<file path="config.mk">
export PLATFORM = sky130hd
export DESIGN_NAME = dmem_arbiter
export DESIGN_NICKNAME = d
export VERILOG_FILES = /design/src/rtl/dmem_arbiter.sv
export SDC_FILE = /design/constraint.sdc
export NUM_CORES = 1
export LEC_CHECK = 0
export CORE_MARGIN = 3
export CORE_UTILIZATION = 39
export DETAILED_ROUTE_END_ITERATION = 12
export GPL_TIMING_DRIVEN = 0
export PLACE_DENSITY = 0.82
export SLEW_MARGIN = 30
export SYNTH_ARGS = -nofsm -noshare
export SYNTH_HDL_FRONTEND = slang
export SYNTH_SLANG_ARGS = --single-unit
export TNS_END_PERCENT = 30
</file>
<file path="constraint.sdc">
create_clock -name clk -period 1.93 [get_ports clk]
set_input_delay 0.386 -clock clk [delete_from_list [all_inputs] [get_ports clk]]
set_output_delay 0.386 -clock clk [all_outputs]
set_load 0.02 [all_outputs]
</file>
<file path="src/rtl/dmem_arbiter.sv">
// Arbitrates the data memory port between the CPU memory stage and an external
// (DMA/peripheral) requester. The CPU has priority, and a starvation counter bounds the external wait.
module dmem_arbiter #(
  parameter int unsigned STARVE_LIMIT = 4,
  parameter int unsigned ADDR_W       = 32
) (
  input  logic              clk,
  input  logic              rst_n,
  input  logic              cpu_rd_en,
  input  logic              cpu_wrt_en,
  input  logic [ADDR_W-1:0] cpu_addr,
  input  logic [31:0]       cpu_wrt_data,
  input  logic [1:0]        cpu_width,
  input  logic              cpu_unsigned,
  output logic              cpu_stall,
  input  logic              ext_req,
  input  logic              ext_we,
  input  logic [ADDR_W-1:0] ext_addr,
  input  logic [31:0]       ext_wdata,
  input  logic [1:0]        ext_width,
  output logic              ext_gnt,
  output logic              ext_rvalid,
  output logic [31:0]       ext_rdata,
  output logic              ext_err,
  output logic              mem_rd_en,
  output logic              mem_wrt_en,
  output logic              mem_unsigned,
  output logic [1:0]        mem_width,
  output logic [ADDR_W-1:0] mem_addr,
  output logic [31:0]       mem_wrt_data,
  input  logic [31:0]       mem_rd_data,
  input  logic              mem_error
);

  localparam int unsigned CNT_W = (STARVE_LIMIT < 1) ? 1 : $clog2(STARVE_LIMIT + 1);

  typedef enum logic [1:0] {CPU_OWN, EXT_OWN, EXT_RESP} state_t;

  state_t              state, state_nxt;
  logic [CNT_W-1:0]    starve_cnt;
  logic                hold_we;
  logic [ADDR_W-1:0]   hold_addr;
  logic [31:0]         hold_wdata;
  logic [1:0]          hold_width;
  logic                cpu_access;
  logic                starve_hit;
  logic                grant;

  assign cpu_access = cpu_rd_en | cpu_wrt_en;
  assign starve_hit = (starve_cnt == CNT_W'(STARVE_LIMIT));
  // No grant while in reset: the captured fields would be cleared anyway.
  assign grant      = rst_n && (state == CPU_OWN) && ext_req && (!cpu_access || starve_hit);

  // Next state, memory port mux and stall/grant strobes.
  always_comb begin
    state_nxt    = state;
    ext_gnt      = 1'b0;
    cpu_stall    = 1'b0;
    mem_rd_en    = 1'b0;
    mem_wrt_en   = 1'b0;
    mem_unsigned = 1'b0;
    mem_width    = 2'b00;
    mem_addr     = '0;
    mem_wrt_data = 32'h0;
    case (state)
      CPU_OWN: begin
        mem_rd_en    = cpu_rd_en;
        mem_wrt_en   = cpu_wrt_en;
        mem_unsigned = cpu_unsigned;
        mem_width    = cpu_width;
        mem_addr     = cpu_addr;
        mem_wrt_data = cpu_wrt_data;
        ext_gnt      = grant;
        if (grant) state_nxt = EXT_OWN;
      end
      EXT_OWN: begin
        // Enables dropped under reset so an abandoned transfer never touches memory.
        mem_rd_en    = rst_n & ~hold_we;
        mem_wrt_en   = rst_n & hold_we;
        mem_unsigned = 1'b1;
        mem_width    = hold_width;
        mem_addr     = hold_addr;
        mem_wrt_data = hold_wdata;
        cpu_stall    = cpu_access;
        state_nxt    = hold_we ? CPU_OWN : EXT_RESP;
      end
      EXT_RESP: begin
        cpu_stall = cpu_access;
        state_nxt = CPU_OWN;
      end
      default: state_nxt = CPU_OWN;
    endcase
  end

  // State, starvation counter, holding registers and read response.
  always_ff @(posedge clk) begin
    if (!rst_n) begin
      state      <= CPU_OWN;
      starve_cnt <= '0;
      hold_we    <= 1'b0;
      hold_addr  <= '0;
      hold_wdata <= 32'h0;
      hold_width <= 2'b00;
      ext_rvalid <= 1'b0;
      ext_rdata  <= 32'h0;
      ext_err    <= 1'b0;
    end else begin
      state <= state_nxt;

      if (grant || !ext_req)
        starve_cnt <= '0;
      else if ((state == CPU_OWN) && cpu_access && !starve_hit)
        starve_cnt <= starve_cnt + CNT_W'(1);

      if (grant) begin
        hold_we    <= ext_we;
        hold_addr  <= ext_addr;
        hold_wdata <= ext_wdata;
        hold_width <= ext_width;
      end

      // Read data is sampled while the external read drives memory, presented in EXT_RESP.
      ext_rvalid <= (state == EXT_OWN) && !hold_we;
      if ((state == EXT_OWN) && !hold_we) begin
        ext_rdata <= mem_rd_data;
        ext_err   <= mem_error;
      end
    end
  end

endmodule

</file>
# Word-level counts from Yosys, hierarchy flattened
# Index checks and enable logic that the tools add are counted.
# word_totals
elab_cells,45
input_bits,172
register_bits,106
output_inout_bits,105
# op_classes
mux,11
n_addsub,1
n_reduce_logical,15
bitwise_logic,5
n_eq_ne,4
# ops
cell,count
$pmux W32 S2,2
$pmux W2 S2,2
$logic_and A1 B1 Y1,6
$pmux W1 S2,3
$logic_not A1 Y1,4
$mux W2,2
$reduce_or A2 Y1,2
$add A3 B1 Y3 const B,1
$eq A3 B3 Y1 const B,1
$and A1 B1 Y1,2
$eq A2 B1 Y1 const B,1
$eq A2 B2 Y1 const B,1
$logic_not A2 Y1,1
$logic_or A1 B1 Y1,2
$mux W1,2
$ne A2 B2 Y1 const B,1
$not A1 Y1,2
$or A1 B1 Y1,1

# Longest topological paths before layout
# logic_depth
word_depth,6
depth_mapped,9
ltp_nobuf,5

# Least setup slack after synthesis
# Ideal clock, no wire load.
# synth_timing
path_type,flip-flop to output port
startpoint,reg state[0]
endpoint,out mem_wrt_data[10]
stages_incl_launch_ff,7
path_buffers,3
arrival_time_ns,1.360
slack_ns,0.184
path_cell_list,dfxtp_1 inv_1 ha_1 buf_4 buf_2 clkbuf_1 a22o_1
# synth_via
elab_chain_len,2
elab_cells_between_ends,3
# synth_rtl
element,line_no,text
start: declaration,39,"state_t state, state_nxt;"
start signal: assignment,108,state <= state_nxt;
$eq A2 B1 Y1 / $logic_not A2 Y1 (equally long branches),65,case (state)
$pmux W32 S2 *,65,
end: declaration,30,"output logic [31:0] mem_wrt_data,"
# Every way passes the cells marked *; elsewhere a longest branch is shown, timed or not.

# Worst setup path in the final report
# layout_timing
startpoint,reg state[0]
endpoint,out mem_wrt_data[14]
# The elaborated chain is that of the path after synthesis.

==> impl_metrics.env <==
export IMPL_violations="negative setup slack"
export IMPL_wl_per_cell_um=18.36
export IMPL_p_leak_nw=3.457
export IMPL_final_hold_viol_count=0
export IMPL_setup_slack_ns=-0.1234
export IMPL_synth_ff_type="dfxtp_1"
export IMPL_p_per_area_nw_per_um2=1176
export IMPL_globalplace_congestion=0.8352
export IMPL_grt_antenna_before_repair=2
export IMPL_cts_hold_buf=0
export IMPL_crit_top_cell="buf_6"
export IMPL_cts_made_buffers=9
export IMPL_drtPass1Iterations=5
export IMPL_postPlaceCellArea_um2=7821
export IMPL_ys_seq_area_frac=0.4377
export IMPL_ctsLongestPathBuffers=2
export IMPL_syn_inst=574
export IMPL_die_y_um=117.5
export IMPL_portBuffers=276
export IMPL_path_cells="buf_6 > ha_4 > buf_12 > buf_8 > a22o_1 > buf_6"
export IMPL_holdPathStages=2
export IMPL_placedCellCount=1018
export IMPL_nNetsFinal=1060
export IMPL_synth_warnings=0
export IMPL_skew_ns=0.009597
export IMPL_synth_edf_count=0
export IMPL_dp_hpwl_mm=14.28
export IMPL_cpPeakStageDelay_ns=0.33
export IMPL_boundaryPins=277
export IMPL_critPathCaptureType="output port"
export IMPL_vias=5591
export IMPL_avgSynthCellArea_um2=8.447
export IMPL_drive_gt1_frac=0.2095
export IMPL_clock_sinks=106
export IMPL_vias_per_cell=5.289
export IMPL_stdcell_count=1057
export IMPL_cts_tree="built"
export IMPL_postLayoutCoreUtil=0.7065
export IMPL_crit_type="register to output port"
export IMPL_rows=40
export IMPL_reg2reg_depth=10
export IMPL_synth_cell_area_um2=4848
export IMPL_htreeDepth=3
export IMPL_cp_required_ns=1.54
export IMPL_start_kind="register"
export IMPL_status="finished, violations left"
export IMPL_clkLatencyLatePin_ns=0.34
export IMPL_critPathArrivalTime_ns=1.67
export IMPL_fmax_mhz=487.0
export IMPL_fin_crit_sh=1.064
export IMPL_final_cell_area_um2=8522
export IMPL_synth_cell_types=37
export IMPL_die_x_um=117.5
export IMPL_ant_nets=0
export IMPL_crit_path_top_delay_cell="dfxtp_2"
export IMPL_grt_pass1_wl_mm=29.50
export IMPL_maxCapViolCount=0
export IMPL_grt_overflow=0
export IMPL_finalSetupViolCount=68
export IMPL_wl_mm=19.41
export IMPL_grt_setup_unrepaired="yes"
export IMPL_grt_total_usage=0.2626
export IMPL_power_w=0.01002
export IMPL_die_area_um2=13810
export IMPL_hold_class="register to register"
export IMPL_grt_pass1_vias=5679
export IMPL_core_um2=12060
export IMPL_syn_nets=751
export IMPL_peakVddDrop_mv=0.6909
export IMPL_synth_seq_cells=106
export IMPL_period_needed_ns=2.053
export IMPL_grt_max_degree=20
export IMPL_place_ws_ns=-0.8829
export IMPL_area_growth_pct=75.77
export IMPL_drc=0
export IMPL_slew_limit_headroom=0.6745
export IMPL_worstPathMaxFanout=8
export IMPL_initial_utilization=0.4020
export IMPL_cts_clk_slew_worst_paths_ns=0.08
export IMPL_tightest_slew_ns=0.4855
export IMPL_cts_root_buf="clkbuf_16"
export IMPL_async_flop_share=0
export IMPL_finalMaxSlewViolations=0
export IMPL_drt_iter0_drc=378
power by group:
| part | leakage [nW] | switching, W | internal (W) |
|---|---|---|---|
| clock | 0.141 | 0.000848 | 0.000925 |
| sequential | 0.862 | 0.000144 | 0.00244 |
| combinational | 2.45 | 0.00285 | 0.00282 |
worst paths after layout:
path | from | endpoint | slack [ns]
setup reg to reg | state[1]$_SDFFE_PN0P_ | hold_addr[14]$_SDFFE_PN0P_ | 0.15
hold reg to reg | hold_addr[12]$_SDFFE_PN0P_ | hold_addr[12]$_SDFFE_PN0P_ | 0.46
hold / removal | hold_addr[12]$_SDFFE_PN0P_ | hold_addr[12]$_SDFFE_PN0P_ | 0.46
setup / recovery | state[0]$_SDFFE_PN0P_ | mem_wrt_data[14] | -0.12
cell usage after synthesis, types with 2 or more instances:
library cell    n  share of area
o21ai_1         7         0.0072
a21oi_1         2         0.0021
buf_4           4         0.0062
ha_1            5          0.013
clkbuf_2        4         0.0041
buf_6           4         0.0093
o21ai_2        13          0.023
a21boi_0       33          0.051
a22o_1         66           0.12
nand4_1         3         0.0039
inv_1           6         0.0046
buf_2          26          0.027
buf_12          2         0.0083
nand3_1        69          0.071
nand4b_1        2         0.0036
dfxtp_1       106           0.44
nand2_1       138           0.11
clkbuf_1       18          0.014
o21ai_0        48          0.050
per-stage QoR:
step | hold WS, ns | TNS (ns)
6_report | 0.4589 | -3.999
5_1_grt | 0.4734 | -6.497
4_1_cts | 0.4574 | -5.349
3_5_place_dp | 0.4462 | -41.95
3_3_place_gp | 0.4403 | -36.46
2_1_floorplan | 0.4287 | 0
critical path: cells and delay by family (launching register included):
family	cells	cell delay, ns
buffers and inverters	4	0.55
AO/OA/AOI/OAI	1	0.25
adder cells (fa/ha/maj)	1	0.20
flip-flops	1	0.33
cell type report:
class,count,area (µm²)
Fill cell,937,3540
Tap cell,168,210.2
Buffer,52,444.2
Sequential cell,106,2125
Inverter,6,28.78
Timing Repair Buffer,305,2990
Clock inverter,6,50.05
Multi-Input combinational cell,403,2432
Clock buffer,10,239.0
Antenna cell,1,2.502
logic make-up after synthesis:
logic type	after synthesis	synth area share
flip-flops	106	0.4377
AND/OR/NAND/NOR	219	0.1977
buffers and inverters	65	0.07509
adder cells (fa/ha/maj)	5	0.01290
AO/OA/AOI/OAI	179	0.2766
sequential cells by signal (all words and copies together), names as in the netlist:
signal,count
ext_err,1
ext_rdata,32
ext_rvalid,1
hold_addr,32
hold_wdata,32
hold_we,1
hold_width,2
starve_cnt,3
state,2
routing by layer:
layer,up-vias,part of all wire,track usage
met1,2620,0.38,0.2879
met3,43,0.082,0.07160
met2,280,0.51,0.4877
met5,-,0.00036,0
met4,2,0.028,0.08864
li1,2646,-,-
cells in the final DEF (no fill, tap or decap), types with 2 or more instances in the layout:
cell	synthesis	layout
o21ai_2	13	13
dfxtp_2	0	2
dfxtp_1	106	104
buf_12	2	5
nand3_1	69	69
clkbuf_2	4	4
a22o_1	66	65
ha_4	0	3
buf_2	26	45
nand4_1	3	3
o21ai_0	48	48
clkdlybuf4s50_1	0	201
ha_1	5	2
buf_6	4	43
clkinv_4	0	3
clkbuf_1	18	10
clkbuf_8	0	5
a21oi_1	2	2
o21ai_1	7	7
buf_16	0	2
clkbuf_16	0	12
clkinvlp_4	0	2
nand2_1	138	137
buf_4	4	28
buf_8	0	5
a21boi_0	33	33
nand4b_1	2	2
inv_1	6	3
dlygate4sd2_1	0	5
repair_timing:
| item | CTS | global route |
|---|---|---|
| endpoints found under the setup margin | 71 | 70 |
| setup buffers | 13 | 10 |
| gates cloned | 4 | 2 |
| resized for setup | 393 | 50 |
| pin swaps | 12 | 20 |
Note: power is estimated with default switching activity, not from simulation.
